[config.mk]
export PLATFORM = sky130hd
export DESIGN_NAME = peripheral_spram_axi4_master_flat
export DESIGN_NICKNAME = d
export VERILOG_FILES = /design/src/rtl/peripheral_spram_axi4_master_if.sv /design/src/rtl/peripheral_spram_axi4_master.sv /design/src/flat_wrapper.sv
export SDC_FILE = /design/constraint.sdc
export NUM_CORES = 1
export LEC_CHECK = 0
export CAP_MARGIN = 20
export CORE_AREA = 2 2 251 253
export DETAILED_ROUTE_END_ITERATION = 6
export DIE_AREA = 0 0 253 255
export DONT_BUFFER_PORTS = 1
export GPL_TIMING_DRIVEN = 0
export PLACE_DENSITY = 0.3
export SLEW_MARGIN = 5
export SYNTH_ARGS = -nofsm -noshare
export SYNTH_HDL_FRONTEND = slang
export SYNTH_SLANG_ARGS = --single-unit
[constraint.sdc]
create_clock -name clk_i -period 1.8 [get_ports clk_i]
set_input_delay 0.27 -clock clk_i [delete_from_list [all_inputs] [get_ports clk_i]]
set_output_delay 0.27 -clock clk_i [all_outputs]
set_load 0.03 [all_outputs]
[src/rtl/peripheral_spram_axi4_master_if.sv]
// AXI4 bus between the single-beat SPRAM master and the peripheral_spram_axi4 slave.
// Field widths match the slave so the two connect directly.
interface peripheral_spram_axi4_master_if #(
   parameter int AXI_ID_WIDTH   = 10,
   parameter int AXI_ADDR_WIDTH = 64,
   parameter int AXI_DATA_WIDTH = 64,
   parameter int AXI_STRB_WIDTH = 8,
   parameter int AXI_USER_WIDTH = 10
);
   logic [AXI_ID_WIDTH-1:0]   axi_aw_id;
   logic [AXI_ADDR_WIDTH-1:0] axi_aw_addr;
   logic [7:0]                axi_aw_len;
   logic [2:0]                axi_aw_size;
   logic [1:0]                axi_aw_burst;
   logic                      axi_aw_lock;
   logic [3:0]                axi_aw_cache;
   logic [2:0]                axi_aw_prot;
   logic [3:0]                axi_aw_qos;
   logic [3:0]                axi_aw_region;
   logic [AXI_USER_WIDTH-1:0] axi_aw_user;
   logic                      axi_aw_valid;
   logic                      axi_aw_ready;

   logic [AXI_DATA_WIDTH-1:0] axi_w_data;
   logic [AXI_STRB_WIDTH-1:0] axi_w_strb;
   logic                      axi_w_last;
   logic [AXI_USER_WIDTH-1:0] axi_w_user;
   logic                      axi_w_valid;
   logic                      axi_w_ready;

   logic [AXI_ID_WIDTH-1:0]   axi_b_id;
   logic [1:0]                axi_b_resp;
   logic [AXI_USER_WIDTH-1:0] axi_b_user;
   logic                      axi_b_valid;
   logic                      axi_b_ready;

   logic [AXI_ID_WIDTH-1:0]   axi_ar_id;
   logic [AXI_ADDR_WIDTH-1:0] axi_ar_addr;
   logic [7:0]                axi_ar_len;
   logic [2:0]                axi_ar_size;
   logic [1:0]                axi_ar_burst;
   logic                      axi_ar_lock;
   logic [3:0]                axi_ar_cache;
   logic [2:0]                axi_ar_prot;
   logic [3:0]                axi_ar_qos;
   logic [3:0]                axi_ar_region;
   logic [AXI_USER_WIDTH-1:0] axi_ar_user;
   logic                      axi_ar_valid;
   logic                      axi_ar_ready;

   logic [AXI_ID_WIDTH-1:0]   axi_r_id;
   logic [AXI_DATA_WIDTH-1:0] axi_r_data;
   logic [1:0]                axi_r_resp;
   logic                      axi_r_last;
   logic [AXI_USER_WIDTH-1:0] axi_r_user;
   logic                      axi_r_valid;
   logic                      axi_r_ready;

   modport master (
      output axi_aw_id, axi_aw_addr, axi_aw_len, axi_aw_size, axi_aw_burst, axi_aw_lock,
             axi_aw_cache, axi_aw_prot, axi_aw_qos, axi_aw_region, axi_aw_user, axi_aw_valid,
      input  axi_aw_ready,
      output axi_w_data, axi_w_strb, axi_w_last, axi_w_user, axi_w_valid,
      input  axi_w_ready,
      input  axi_b_id, axi_b_resp, axi_b_user, axi_b_valid,
      output axi_b_ready,
      output axi_ar_id, axi_ar_addr, axi_ar_len, axi_ar_size, axi_ar_burst, axi_ar_lock,
             axi_ar_cache, axi_ar_prot, axi_ar_qos, axi_ar_region, axi_ar_user, axi_ar_valid,
      input  axi_ar_ready,
      input  axi_r_id, axi_r_data, axi_r_resp, axi_r_last, axi_r_user, axi_r_valid,
      output axi_r_ready
   );

   modport slave (
      input  axi_aw_id, axi_aw_addr, axi_aw_len, axi_aw_size, axi_aw_burst, axi_aw_lock,
             axi_aw_cache, axi_aw_prot, axi_aw_qos, axi_aw_region, axi_aw_user, axi_aw_valid,
      output axi_aw_ready,
      input  axi_w_data, axi_w_strb, axi_w_last, axi_w_user, axi_w_valid,
      output axi_w_ready,
      output axi_b_id, axi_b_resp, axi_b_user, axi_b_valid,
      input  axi_b_ready,
      input  axi_ar_id, axi_ar_addr, axi_ar_len, axi_ar_size, axi_ar_burst, axi_ar_lock,
             axi_ar_cache, axi_ar_prot, axi_ar_qos, axi_ar_region, axi_ar_user, axi_ar_valid,
      output axi_ar_ready,
      output axi_r_id, axi_r_data, axi_r_resp, axi_r_last, axi_r_user, axi_r_valid,
      input  axi_r_ready
   );
endinterface

[src/rtl/peripheral_spram_axi4_master.sv]
// Single-beat AXI4 master: turns one request/response transaction at a time
// into an AW/W/B write or an AR/R read toward the SPRAM slave.
module peripheral_spram_axi4_master #(
   parameter int AXI_ID_WIDTH   = 10,
   parameter int AXI_ADDR_WIDTH = 64,
   parameter int AXI_DATA_WIDTH = 64,
   parameter int AXI_STRB_WIDTH = 8,
   parameter int AXI_USER_WIDTH = 10,
   parameter logic [AXI_ID_WIDTH-1:0] MASTER_ID = '0
) (
   input  logic                      clk_i,
   input  logic                      rst_ni,
   input  logic                      req_valid,
   output logic                      req_ready,
   input  logic                      req_we,
   input  logic [AXI_ADDR_WIDTH-1:0] req_addr,
   input  logic [AXI_DATA_WIDTH-1:0] req_wdata,
   input  logic [AXI_STRB_WIDTH-1:0] req_strb,
   output logic                      rsp_valid,
   output logic [AXI_DATA_WIDTH-1:0] rsp_rdata,
   output logic                      rsp_err,
   peripheral_spram_axi4_master_if.master axi
);

   localparam logic [2:0] AXI_SIZE = 3'($clog2(AXI_STRB_WIDTH));

   typedef enum logic [2:0] {IDLE, WR, WR_RESP, RD_ADDR, RD_DATA} state_e;

   state_e                    state_q, state_d;
   logic                      aw_valid_q, aw_valid_d;
   logic                      w_valid_q, w_valid_d;
   logic                      ar_valid_q, ar_valid_d;
   logic                      b_ready_q, b_ready_d;
   logic                      r_ready_q, r_ready_d;
   logic                      rsp_valid_q, rsp_valid_d;
   logic                      rsp_err_q, rsp_err_d;
   logic [AXI_DATA_WIDTH-1:0] rdata_q, rdata_d;
   logic [AXI_ADDR_WIDTH-1:0] addr_q, addr_d;
   logic [AXI_DATA_WIDTH-1:0] wdata_q, wdata_d;
   logic [AXI_STRB_WIDTH-1:0] strb_q, strb_d;
   logic                      aw_done, w_done;

   always_ff @(posedge clk_i or negedge rst_ni) begin
      if (!rst_ni) begin
         state_q     <= IDLE;
         aw_valid_q  <= 1'b0;
         w_valid_q   <= 1'b0;
         ar_valid_q  <= 1'b0;
         b_ready_q   <= 1'b0;
         r_ready_q   <= 1'b0;
         rsp_valid_q <= 1'b0;
         rsp_err_q   <= 1'b0;
         rdata_q     <= '0;
         addr_q      <= '0;
         wdata_q     <= '0;
         strb_q      <= '0;
      end else begin
         state_q     <= state_d;
         aw_valid_q  <= aw_valid_d;
         w_valid_q   <= w_valid_d;
         ar_valid_q  <= ar_valid_d;
         b_ready_q   <= b_ready_d;
         r_ready_q   <= r_ready_d;
         rsp_valid_q <= rsp_valid_d;
         rsp_err_q   <= rsp_err_d;
         rdata_q     <= rdata_d;
         addr_q      <= addr_d;
         wdata_q     <= wdata_d;
         strb_q      <= strb_d;
      end
   end

   // A write channel counts as done once its valid has dropped or its handshake is happening now.
   always_comb begin
      state_d     = state_q;
      aw_valid_d  = aw_valid_q;
      w_valid_d   = w_valid_q;
      ar_valid_d  = ar_valid_q;
      b_ready_d   = b_ready_q;
      r_ready_d   = r_ready_q;
      rsp_valid_d = 1'b0;
      rsp_err_d   = rsp_err_q;
      rdata_d     = rdata_q;
      addr_d      = addr_q;
      wdata_d     = wdata_q;
      strb_d      = strb_q;
      aw_done     = !aw_valid_q || axi.axi_aw_ready;
      w_done      = !w_valid_q || axi.axi_w_ready;

      unique case (state_q)
         IDLE: begin
            if (req_valid) begin
               addr_d = req_addr;
               if (req_we) begin
                  wdata_d    = req_wdata;
                  strb_d     = req_strb;
                  aw_valid_d = 1'b1;
                  w_valid_d  = 1'b1;
                  state_d    = WR;
               end else begin
                  ar_valid_d = 1'b1;
                  state_d    = RD_ADDR;
               end
            end
         end
         WR: begin
            if (aw_valid_q && axi.axi_aw_ready) aw_valid_d = 1'b0;
            if (w_valid_q && axi.axi_w_ready) w_valid_d = 1'b0;
            if (aw_done && w_done) begin
               b_ready_d = 1'b1;
               state_d   = WR_RESP;
            end
         end
         WR_RESP: begin
            if (axi.axi_b_valid) begin
               rsp_valid_d = 1'b1;
               rsp_err_d   = axi.axi_b_resp[1];
               b_ready_d   = 1'b0;
               state_d     = IDLE;
            end
         end
         RD_ADDR: begin
            if (axi.axi_ar_ready) begin
               ar_valid_d = 1'b0;
               r_ready_d  = 1'b1;
               state_d    = RD_DATA;
            end
         end
         RD_DATA: begin
            if (axi.axi_r_valid) begin
               rdata_d     = axi.axi_r_data;
               rsp_err_d   = axi.axi_r_resp[1] | ~axi.axi_r_last;
               rsp_valid_d = 1'b1;
               r_ready_d   = 1'b0;
               state_d     = IDLE;
            end
         end
         default: state_d = IDLE;
      endcase
   end

   assign req_ready = (state_q == IDLE);
   assign rsp_valid = rsp_valid_q;
   assign rsp_err   = rsp_err_q;
   assign rsp_rdata = rdata_q;

   assign axi.axi_aw_id     = MASTER_ID;
   assign axi.axi_aw_addr   = addr_q;
   assign axi.axi_aw_len    = 8'd0;
   assign axi.axi_aw_size   = AXI_SIZE;
   assign axi.axi_aw_burst  = 2'b01;
   assign axi.axi_aw_lock   = 1'b0;
   assign axi.axi_aw_cache  = 4'd0;
   assign axi.axi_aw_prot   = 3'd0;
   assign axi.axi_aw_qos    = 4'd0;
   assign axi.axi_aw_region = 4'd0;
   assign axi.axi_aw_user   = '0;
   assign axi.axi_aw_valid  = aw_valid_q;

   assign axi.axi_w_data    = wdata_q;
   assign axi.axi_w_strb    = strb_q;
   assign axi.axi_w_last    = 1'b1;
   assign axi.axi_w_user    = '0;
   assign axi.axi_w_valid   = w_valid_q;

   assign axi.axi_b_ready   = b_ready_q;

   assign axi.axi_ar_id     = MASTER_ID;
   assign axi.axi_ar_addr   = addr_q;
   assign axi.axi_ar_len    = 8'd0;
   assign axi.axi_ar_size   = AXI_SIZE;
   assign axi.axi_ar_burst  = 2'b01;
   assign axi.axi_ar_lock   = 1'b0;
   assign axi.axi_ar_cache  = 4'd0;
   assign axi.axi_ar_prot   = 3'd0;
   assign axi.axi_ar_qos    = 4'd0;
   assign axi.axi_ar_region = 4'd0;
   assign axi.axi_ar_user   = '0;
   assign axi.axi_ar_valid  = ar_valid_q;

   assign axi.axi_r_ready   = r_ready_q;

endmodule

[src/flat_wrapper.sv]
// flat-port wrapper written by rule: the top's interface ports become plain ports
module peripheral_spram_axi4_master_flat 
#(
   parameter int AXI_ID_WIDTH   = 10,
   parameter int AXI_ADDR_WIDTH = 64,
   parameter int AXI_DATA_WIDTH = 64,
   parameter int AXI_STRB_WIDTH = 8,
   parameter int AXI_USER_WIDTH = 10,
   parameter logic [AXI_ID_WIDTH-1:0] MASTER_ID = '0
)
  (clk_i, rst_ni, req_valid, req_ready, req_we, req_addr, req_wdata, req_strb, rsp_valid, rsp_rdata, rsp_err, axi_axi_aw_id, axi_axi_aw_addr, axi_axi_aw_len, axi_axi_aw_size, axi_axi_aw_burst, axi_axi_aw_lock, axi_axi_aw_cache, axi_axi_aw_prot, axi_axi_aw_qos, axi_axi_aw_region, axi_axi_aw_user, axi_axi_aw_valid, axi_axi_aw_ready, axi_axi_w_data, axi_axi_w_strb, axi_axi_w_last, axi_axi_w_user, axi_axi_w_valid, axi_axi_w_ready, axi_axi_b_id, axi_axi_b_resp, axi_axi_b_user, axi_axi_b_valid, axi_axi_b_ready, axi_axi_ar_id, axi_axi_ar_addr, axi_axi_ar_len, axi_axi_ar_size, axi_axi_ar_burst, axi_axi_ar_lock, axi_axi_ar_cache, axi_axi_ar_prot, axi_axi_ar_qos, axi_axi_ar_region, axi_axi_ar_user, axi_axi_ar_valid, axi_axi_ar_ready, axi_axi_r_id, axi_axi_r_data, axi_axi_r_resp, axi_axi_r_last, axi_axi_r_user, axi_axi_r_valid, axi_axi_r_ready);
  peripheral_spram_axi4_master_if #(.AXI_ID_WIDTH(AXI_ID_WIDTH), .AXI_ADDR_WIDTH(AXI_ADDR_WIDTH), .AXI_DATA_WIDTH(AXI_DATA_WIDTH), .AXI_STRB_WIDTH(AXI_STRB_WIDTH), .AXI_USER_WIDTH(AXI_USER_WIDTH)) axi_i ();
  input  logic clk_i;
  input  logic rst_ni;
  input  logic req_valid;
  output logic req_ready;
  input  logic req_we;
  input  logic [AXI_ADDR_WIDTH-1:0] req_addr;
  input  logic [AXI_DATA_WIDTH-1:0] req_wdata;
  input  logic [AXI_STRB_WIDTH-1:0] req_strb;
  output logic rsp_valid;
  output logic [AXI_DATA_WIDTH-1:0] rsp_rdata;
  output logic rsp_err;
  output wire logic [$bits(axi_i.axi_aw_id)-1:0] axi_axi_aw_id;
  output wire logic [$bits(axi_i.axi_aw_addr)-1:0] axi_axi_aw_addr;
  output wire logic [$bits(axi_i.axi_aw_len)-1:0] axi_axi_aw_len;
  output wire logic [$bits(axi_i.axi_aw_size)-1:0] axi_axi_aw_size;
  output wire logic [$bits(axi_i.axi_aw_burst)-1:0] axi_axi_aw_burst;
  output wire logic [$bits(axi_i.axi_aw_lock)-1:0] axi_axi_aw_lock;
  output wire logic [$bits(axi_i.axi_aw_cache)-1:0] axi_axi_aw_cache;
  output wire logic [$bits(axi_i.axi_aw_prot)-1:0] axi_axi_aw_prot;
  output wire logic [$bits(axi_i.axi_aw_qos)-1:0] axi_axi_aw_qos;
  output wire logic [$bits(axi_i.axi_aw_region)-1:0] axi_axi_aw_region;
  output wire logic [$bits(axi_i.axi_aw_user)-1:0] axi_axi_aw_user;
  output wire logic [$bits(axi_i.axi_aw_valid)-1:0] axi_axi_aw_valid;
  input wire logic [$bits(axi_i.axi_aw_ready)-1:0] axi_axi_aw_ready;
  output wire logic [$bits(axi_i.axi_w_data)-1:0] axi_axi_w_data;
  output wire logic [$bits(axi_i.axi_w_strb)-1:0] axi_axi_w_strb;
  output wire logic [$bits(axi_i.axi_w_last)-1:0] axi_axi_w_last;
  output wire logic [$bits(axi_i.axi_w_user)-1:0] axi_axi_w_user;
  output wire logic [$bits(axi_i.axi_w_valid)-1:0] axi_axi_w_valid;
  input wire logic [$bits(axi_i.axi_w_ready)-1:0] axi_axi_w_ready;
  input wire logic [$bits(axi_i.axi_b_id)-1:0] axi_axi_b_id;
  input wire logic [$bits(axi_i.axi_b_resp)-1:0] axi_axi_b_resp;
  input wire logic [$bits(axi_i.axi_b_user)-1:0] axi_axi_b_user;
  input wire logic [$bits(axi_i.axi_b_valid)-1:0] axi_axi_b_valid;
  output wire logic [$bits(axi_i.axi_b_ready)-1:0] axi_axi_b_ready;
  output wire logic [$bits(axi_i.axi_ar_id)-1:0] axi_axi_ar_id;
  output wire logic [$bits(axi_i.axi_ar_addr)-1:0] axi_axi_ar_addr;
  output wire logic [$bits(axi_i.axi_ar_len)-1:0] axi_axi_ar_len;
  output wire logic [$bits(axi_i.axi_ar_size)-1:0] axi_axi_ar_size;
  output wire logic [$bits(axi_i.axi_ar_burst)-1:0] axi_axi_ar_burst;
  output wire logic [$bits(axi_i.axi_ar_lock)-1:0] axi_axi_ar_lock;
  output wire logic [$bits(axi_i.axi_ar_cache)-1:0] axi_axi_ar_cache;
  output wire logic [$bits(axi_i.axi_ar_prot)-1:0] axi_axi_ar_prot;
  output wire logic [$bits(axi_i.axi_ar_qos)-1:0] axi_axi_ar_qos;
  output wire logic [$bits(axi_i.axi_ar_region)-1:0] axi_axi_ar_region;
  output wire logic [$bits(axi_i.axi_ar_user)-1:0] axi_axi_ar_user;
  output wire logic [$bits(axi_i.axi_ar_valid)-1:0] axi_axi_ar_valid;
  input wire logic [$bits(axi_i.axi_ar_ready)-1:0] axi_axi_ar_ready;
  input wire logic [$bits(axi_i.axi_r_id)-1:0] axi_axi_r_id;
  input wire logic [$bits(axi_i.axi_r_data)-1:0] axi_axi_r_data;
  input wire logic [$bits(axi_i.axi_r_resp)-1:0] axi_axi_r_resp;
  input wire logic [$bits(axi_i.axi_r_last)-1:0] axi_axi_r_last;
  input wire logic [$bits(axi_i.axi_r_user)-1:0] axi_axi_r_user;
  input wire logic [$bits(axi_i.axi_r_valid)-1:0] axi_axi_r_valid;
  output wire logic [$bits(axi_i.axi_r_ready)-1:0] axi_axi_r_ready;
  assign axi_axi_aw_id = axi_i.axi_aw_id;
  assign axi_axi_aw_addr = axi_i.axi_aw_addr;
  assign axi_axi_aw_len = axi_i.axi_aw_len;
  assign axi_axi_aw_size = axi_i.axi_aw_size;
  assign axi_axi_aw_burst = axi_i.axi_aw_burst;
  assign axi_axi_aw_lock = axi_i.axi_aw_lock;
  assign axi_axi_aw_cache = axi_i.axi_aw_cache;
  assign axi_axi_aw_prot = axi_i.axi_aw_prot;
  assign axi_axi_aw_qos = axi_i.axi_aw_qos;
  assign axi_axi_aw_region = axi_i.axi_aw_region;
  assign axi_axi_aw_user = axi_i.axi_aw_user;
  assign axi_axi_aw_valid = axi_i.axi_aw_valid;
  assign axi_i.axi_aw_ready = axi_axi_aw_ready;
  assign axi_axi_w_data = axi_i.axi_w_data;
  assign axi_axi_w_strb = axi_i.axi_w_strb;
  assign axi_axi_w_last = axi_i.axi_w_last;
  assign axi_axi_w_user = axi_i.axi_w_user;
  assign axi_axi_w_valid = axi_i.axi_w_valid;
  assign axi_i.axi_w_ready = axi_axi_w_ready;
  assign axi_i.axi_b_id = axi_axi_b_id;
  assign axi_i.axi_b_resp = axi_axi_b_resp;
  assign axi_i.axi_b_user = axi_axi_b_user;
  assign axi_i.axi_b_valid = axi_axi_b_valid;
  assign axi_axi_b_ready = axi_i.axi_b_ready;
  assign axi_axi_ar_id = axi_i.axi_ar_id;
  assign axi_axi_ar_addr = axi_i.axi_ar_addr;
  assign axi_axi_ar_len = axi_i.axi_ar_len;
  assign axi_axi_ar_size = axi_i.axi_ar_size;
  assign axi_axi_ar_burst = axi_i.axi_ar_burst;
  assign axi_axi_ar_lock = axi_i.axi_ar_lock;
  assign axi_axi_ar_cache = axi_i.axi_ar_cache;
  assign axi_axi_ar_prot = axi_i.axi_ar_prot;
  assign axi_axi_ar_qos = axi_i.axi_ar_qos;
  assign axi_axi_ar_region = axi_i.axi_ar_region;
  assign axi_axi_ar_user = axi_i.axi_ar_user;
  assign axi_axi_ar_valid = axi_i.axi_ar_valid;
  assign axi_i.axi_ar_ready = axi_axi_ar_ready;
  assign axi_i.axi_r_id = axi_axi_r_id;
  assign axi_i.axi_r_data = axi_axi_r_data;
  assign axi_i.axi_r_resp = axi_axi_r_resp;
  assign axi_i.axi_r_last = axi_axi_r_last;
  assign axi_i.axi_r_user = axi_axi_r_user;
  assign axi_i.axi_r_valid = axi_axi_r_valid;
  assign axi_axi_r_ready = axi_i.axi_r_ready;
  peripheral_spram_axi4_master #(.AXI_ID_WIDTH(AXI_ID_WIDTH), .AXI_ADDR_WIDTH(AXI_ADDR_WIDTH), .AXI_DATA_WIDTH(AXI_DATA_WIDTH), .AXI_STRB_WIDTH(AXI_STRB_WIDTH), .AXI_USER_WIDTH(AXI_USER_WIDTH), .MASTER_ID(MASTER_ID)) u_core (.clk_i(clk_i), .rst_ni(rst_ni), .req_valid(req_valid), .req_ready(req_ready), .req_we(req_we), .req_addr(req_addr), .req_wdata(req_wdata), .req_strb(req_strb), .rsp_valid(rsp_valid), .rsp_rdata(rsp_rdata), .rsp_err(rsp_err), .axi(axi_i));
endmodule
---- Word-level counts from Yosys, hierarchy flattened ----
Index checks and enable logic that the tools add are counted.
Widths: inputs -> output; s select.
storage, ports and cells
  logic and storage cells ................. 79
  flip-flop bits (word level) ............. 210
  input bits .............................. 254
cells by class
  eq/ne operators ......................... 13
  reduce and logical (&&, ||, !) cells .... 23
  muxes and demuxes ....................... 29
  bitwise logic cells ..................... 2
operators with widths
  operator            count
  $mux 1              15
  $mux 3              5
  $pmux 3 s5          1
  $pmux 1 s2          7
  $reduce_and 3->1    4
  $reduce_and 4->1    3
  $ne 2x2->1 const B  5
  $reduce_bool 2->1   5
  $ne 2x1->1 const B  4
  $eq 3x2->1 const B  2
  $reduce_and 5->1    1
  $reduce_and 2->1    2
  $eq 3x1->1 const B  1
  $eq 3x3->1 const B  1
  $logic_and 1x1->1   3
  $logic_not 3->1     1
  $logic_not 1->1     2
  $logic_or 1x1->1    2
  $mux 2              1
  $not 1->1           1
  $or 1x1->1          1

---- Longest topological paths before layout ----
  word-level depth ........................ 5
  gate-level depth with buffers ........... 8

---- Worst setup path after synthesis ----
OpenSTA, ideal clock, no wires.
  kind .................................... reg2reg
  start point ............................. register u_core.state_q[1]
  end point ............................... register u_core.addr_q[25] (netlist: u_core.axi.axi_ar_addr[25])
  stages on the path, launching flop included .. 8
  buffers on the path ..................... 4
  data required time ...................... 1.675 ns
  arrival time ............................ 1.776 ns
  setup slack ............................. -0.101 ns
  path through ............................ dfrtp_1 -> buf_6 -> nor3_4 -> and2_1 -> buf_2 -> buf_4 -> buf_4 -> mux2_2
between the ends
  cells in the longest elaborated chain, start to end .. 2
RTL lines
  item                               RTL line                            source
  from (decl)                        peripheral_spram_axi4_master.sv:29  state_e state_q, state_d;
  from (signal assigned)             peripheral_spram_axi4_master.sv:58  state_q <= state_d;
  $logic_not 3->1                    --
  named net req_ready                flat_wrapper.sv:16                  output logic req_ready;
  $reduce_and 2->1 (no source line)  --
  to (signal assigned)               peripheral_spram_axi4_master.sv:67  addr_q <= addr_d;
  to (decl)                          peripheral_spram_axi4_master.sv:38  logic [AXI_ADDR_WIDTH-1:0] addr_q, addr_d;
The timed path passes the listed nets, and every way through them passes these cells.
A chain may end at the register's enable or synchronous reset.

---- Worst setup path after layout ----
  start point ............................. register u_core.state_q[0]
  end point ............................... register u_core.wdata_q[5] (netlist: u_core.axi.axi_w_data[5])
between the ends
  cells in the longest elaborated chain, start to end .. 2
RTL lines
  item                               RTL line                            source
  $logic_not 3->1                    --
  named net req_ready                flat_wrapper.sv:16
  $reduce_and 3->1 (no source line)  --
  to (signal assigned)               peripheral_spram_axi4_master.sv:68  wdata_q <= wdata_d;
  to (decl)                          peripheral_spram_axi4_master.sv:39  logic [AXI_DATA_WIDTH-1:0] wdata_q, wdata_d;
The timed path passes the listed nets, and every way through them passes these cells.

==> impl_metrics.ini <==
[synth]
syn_inst = 651
synth_seq_cells = 210
synthTopCellsByArea = dfrtp_1, mux2_2, buf_4
syn_area_per_cell_um2 = 14.63
synthMuxAreaShare_pct = 26.16
synth_top_cell_area_share_pct = 55.18
ys_seq_area_share_pct = 55.18
synth-compound-area-share_pct = 1.143
synth-simple-area-share_pct = 1.314
synth_area_mm2 = 0.009524
synth-xor-area-share_pct = 0
synth_top_area_cell = dfrtp_1
synth_top_family_by_area = multiplexers
yosys_warnings = 0
ys_types = 26
synth_fa_ha_area_share_pct = 0

[floorplan]
die_area_mm2 = 0.06452
die_w_um = 253
rows = 92
core_area_mm2 = 0.06216
ios = 635
die_h_um = 255
start_util_pct = 15.32

[route]
post_drt_via_cell_ratio = 3.188
drtAntennaViolNets = 0
drtIter0Drc = 194
drc = 0
dr_total_vias = 5814
drt-pass1-iter-count = 4
detail_route.wl_per_cell_um = 16.12
drt_wl_total_um = 29410

[power]
leakagePower_nw = 6.747
combPwrFrac_pct = 31.0
clkPwrFrac_pct = 18.2
ir_drop_v = 0.0007631
p_sw_mw = 12.95
seqPwrFrac_pct = 50.7
powerDensity_mw_per_mm2 = 1925
power.share.switching_pct = 46.76
p_int_mw = 14.74

[final_layout]
diodes = 0
drive_gt1_share_pct = 44.88
final_cells = 1824
nNetsFinal = 1262
post-route-util_pct = 23.13
area_delta_synth_final_pct = 50.98

[worst_setup_path]
slowest_delay_ps = 490
r2r_end = u_core.axi.axi_w_data[5]$_DFFE_PN0P_
ff2ff_setup_slack_ps = -250
cp_slowest_cell = nor3_4
critical_path.max_fanout = 5
worstSetupEndpointType = register
cp_common_cell = clkbuf_16
cpLargestDelayFamily = simple AND/OR/NAND/NOR gates
startpoint_type = register
crit_required_ps = 2240
worstPathArrival_ps = 2490
reg2reg_depth = 6
cp_num_buf_inv = 2
critical_path_depth = 6
r2r-start = u_core.state_q[0]$_DFFE_PN0P_
crit_type = reg -> reg
worstSetupStartpoint = u_core.state_q[0]$_DFFE_PN0P_
crit_end = u_core.axi.axi_w_data[5]$_DFFE_PN0P_
path_cells = nor3_4 > and2_4 > nand2_8 > clkbuf_16 > clkbuf_16 > mux2_4

[worst_hold_path]
min_path_type = in -> async

[timing]
rsz0062_at_grt = yes
drv_slew = 0
final_hold_viol_count = 210
worst_clock_skew_ps = 13.72
setup_viol = 139
fin_crit_sh_pct = 114.0
holdWs_ps = -592.3
tightest_slew_ps = 535.6
timing.fmax_mhz = 487.3
layout_setup_ws_ps = -252.3
tns_ps = -26600
finalCriticalPeriod_ps = 2052
slew_headroom_pct = 64.18

[global_route]
grt_pass1_wl_um = 40320
grt_use_total_pct = 8.110
antenna_found_initial = 0
grt_pass1_vias = 6208
grt_max_degree = 211
overflow = 0

[placement]
dpl.cell_count = 1557
hpwl_um = 21190
io_buffers = 0
place.gp.congestion = 0.6944

[clock_tree]
clk_latency_ps = 560
cts_buffers = 27
clk_pin_slew_worst_paths_ps = 60
cts_buffer_depth = 3
tritoncts = yes
numClockSinks = 210
h-tree-depth = 1
postCtsHoldBufs = 207
root_buffer = clkbuf_16

[run_status]
violations = hold timing, setup timing
status = finished with violations

[job]
maxCapViolCount = 0
## what timing repair did
item	4_1_cts	5_1_grt
endpoints found under the hold margin	420	210
setup endpoints to repair	205	150
gates resized for setup	67	9
setup buffers	10	0
pin swaps	3	5
cloned	1	6
## metal layers
metal / vias to the layer above / share of wire [%] / track usage (%)
met5: - / 0 / 0
met4: 0 / 2.3 / 2.756
met3: 36 / 7.7 / 2.502
met2: 232 / 55 / 15.16
met1: 2914 / 35 / 8.603
li1: 2632 / - / -
## Yosys cell counts
cell,number
a21oi_1,2
a221o_1,1
a22oi_1,2
a31oi_1,1
and2_1,1
buf_2,4
buf_4,179
buf_6,14
conb_1,2
dfrtp_1,210
inv_1,4
mux2_2,143
mux2_4,58
mux2i_1,1
nand2_1,4
nand2b_1,3
nor2_1,3
nor2b_1,4
nor3_4,2
o211ai_1,1
o21ai_0,6
o21ba_2,1
o22ai_1,2
o31ai_1,1
or3b_2,1
or4_1,1
## layout by cell type, fill, tap and decap left out, types with 6 or more instances in the layout
cell type,count
o21ai_0,6
conb_1,109
mux2_2,101
buf_12,14
dlygate4sd3_1,207
buf_6,8
clkbuf_1,7
clkbuf_16,33
buf_4,180
mux2_4,100
dfrtp_1,209
## power by group through the flow
stage / sequential [mW] / combinational (mW) / clock [mW]
after global routing: 14.4 / 9.14 / 5.50
after floorplan: 13.1 / 6.74 / 0
after global placement: 14.3 / 7.31 / 0
final: 14.0 / 8.59 / 5.05
after detailed placement: 14.2 / 7.39 / 0
after CTS: 14.2 / 8.49 / 5.34
## state kept, by name, summed over array words and instances, names as in the netlist
register	count
u_core.rsp_valid	1
u_core.axi.axi_w_valid	1
u_core.axi.axi_r_ready	1
u_core.axi.axi_w_data	64
u_core.axi.axi_w_strb	8
u_core.axi.axi_ar_addr	64
u_core.rsp_err	1
u_core.state_q	3
u_core.axi.axi_ar_valid	1
u_core.axi.axi_aw_valid	1
u_core.axi.axi_b_ready	1
u_core.rsp_rdata	64
## cell families after synthesis
logic type             count (synthesis)
buffers and inverters                201
flip-flops                           210
other                                  2
multiplexers                         202
AND/OR/NAND/NOR                       19
AO/OA/AOI/OAI                         17
## through the flow
stage          setup WS, ps  area, um2  power [mW]
3_3_place_gp         -503.1      10970       21.62
6_report             -252.3      14380       27.68
4_1_cts              -358.4      14230       27.99
3_5_place_dp         -509.8      10970       21.60
5_1_grt              -355.4      14380       29.04
2_1_floorplan        -99.58       9970       19.82
## worst min path at each step
| stage | end | slack (ps) | depth (start not counted) |
|---|---|---|---|
| after floorplan | u_core.axi.axi_ar_addr[0]$_DFFE_PN0P_ | -30 | 0 |
| after global placement | u_core.axi.axi_w_data[6]$_DFFE_PN0P_ | -20 | 0 |
| after detailed placement | u_core.axi.axi_w_data[5]$_DFFE_PN0P_ | -20 | 0 |
| after CTS | u_core.axi.axi_w_strb[5]$_DFFE_PN0P_ | -650 | 0 |
| after global routing | u_core.axi.axi_w_data[5]$_DFFE_PN0P_ | -630 | 0 |
| final | u_core.axi.axi_w_data[5]$_DFFE_PN0P_ | -590 | 0 |
## final cells by class
type / instances / area (um2)
Buffer: 194 / 1637
Clock buffer: 38 / 757.0
Clock inverter: 8 / 50.05
Fill cell: 6634 / 47780
Inverter: 4 / 15.01
Multi-Input combinational cell: 347 / 3321
Sequential cell: 210 / 5256
Tap cell: 799 / 999.7
Timing Repair Buffer: 224 / 2345
Note: power is estimated with default switching activity, not from simulation.
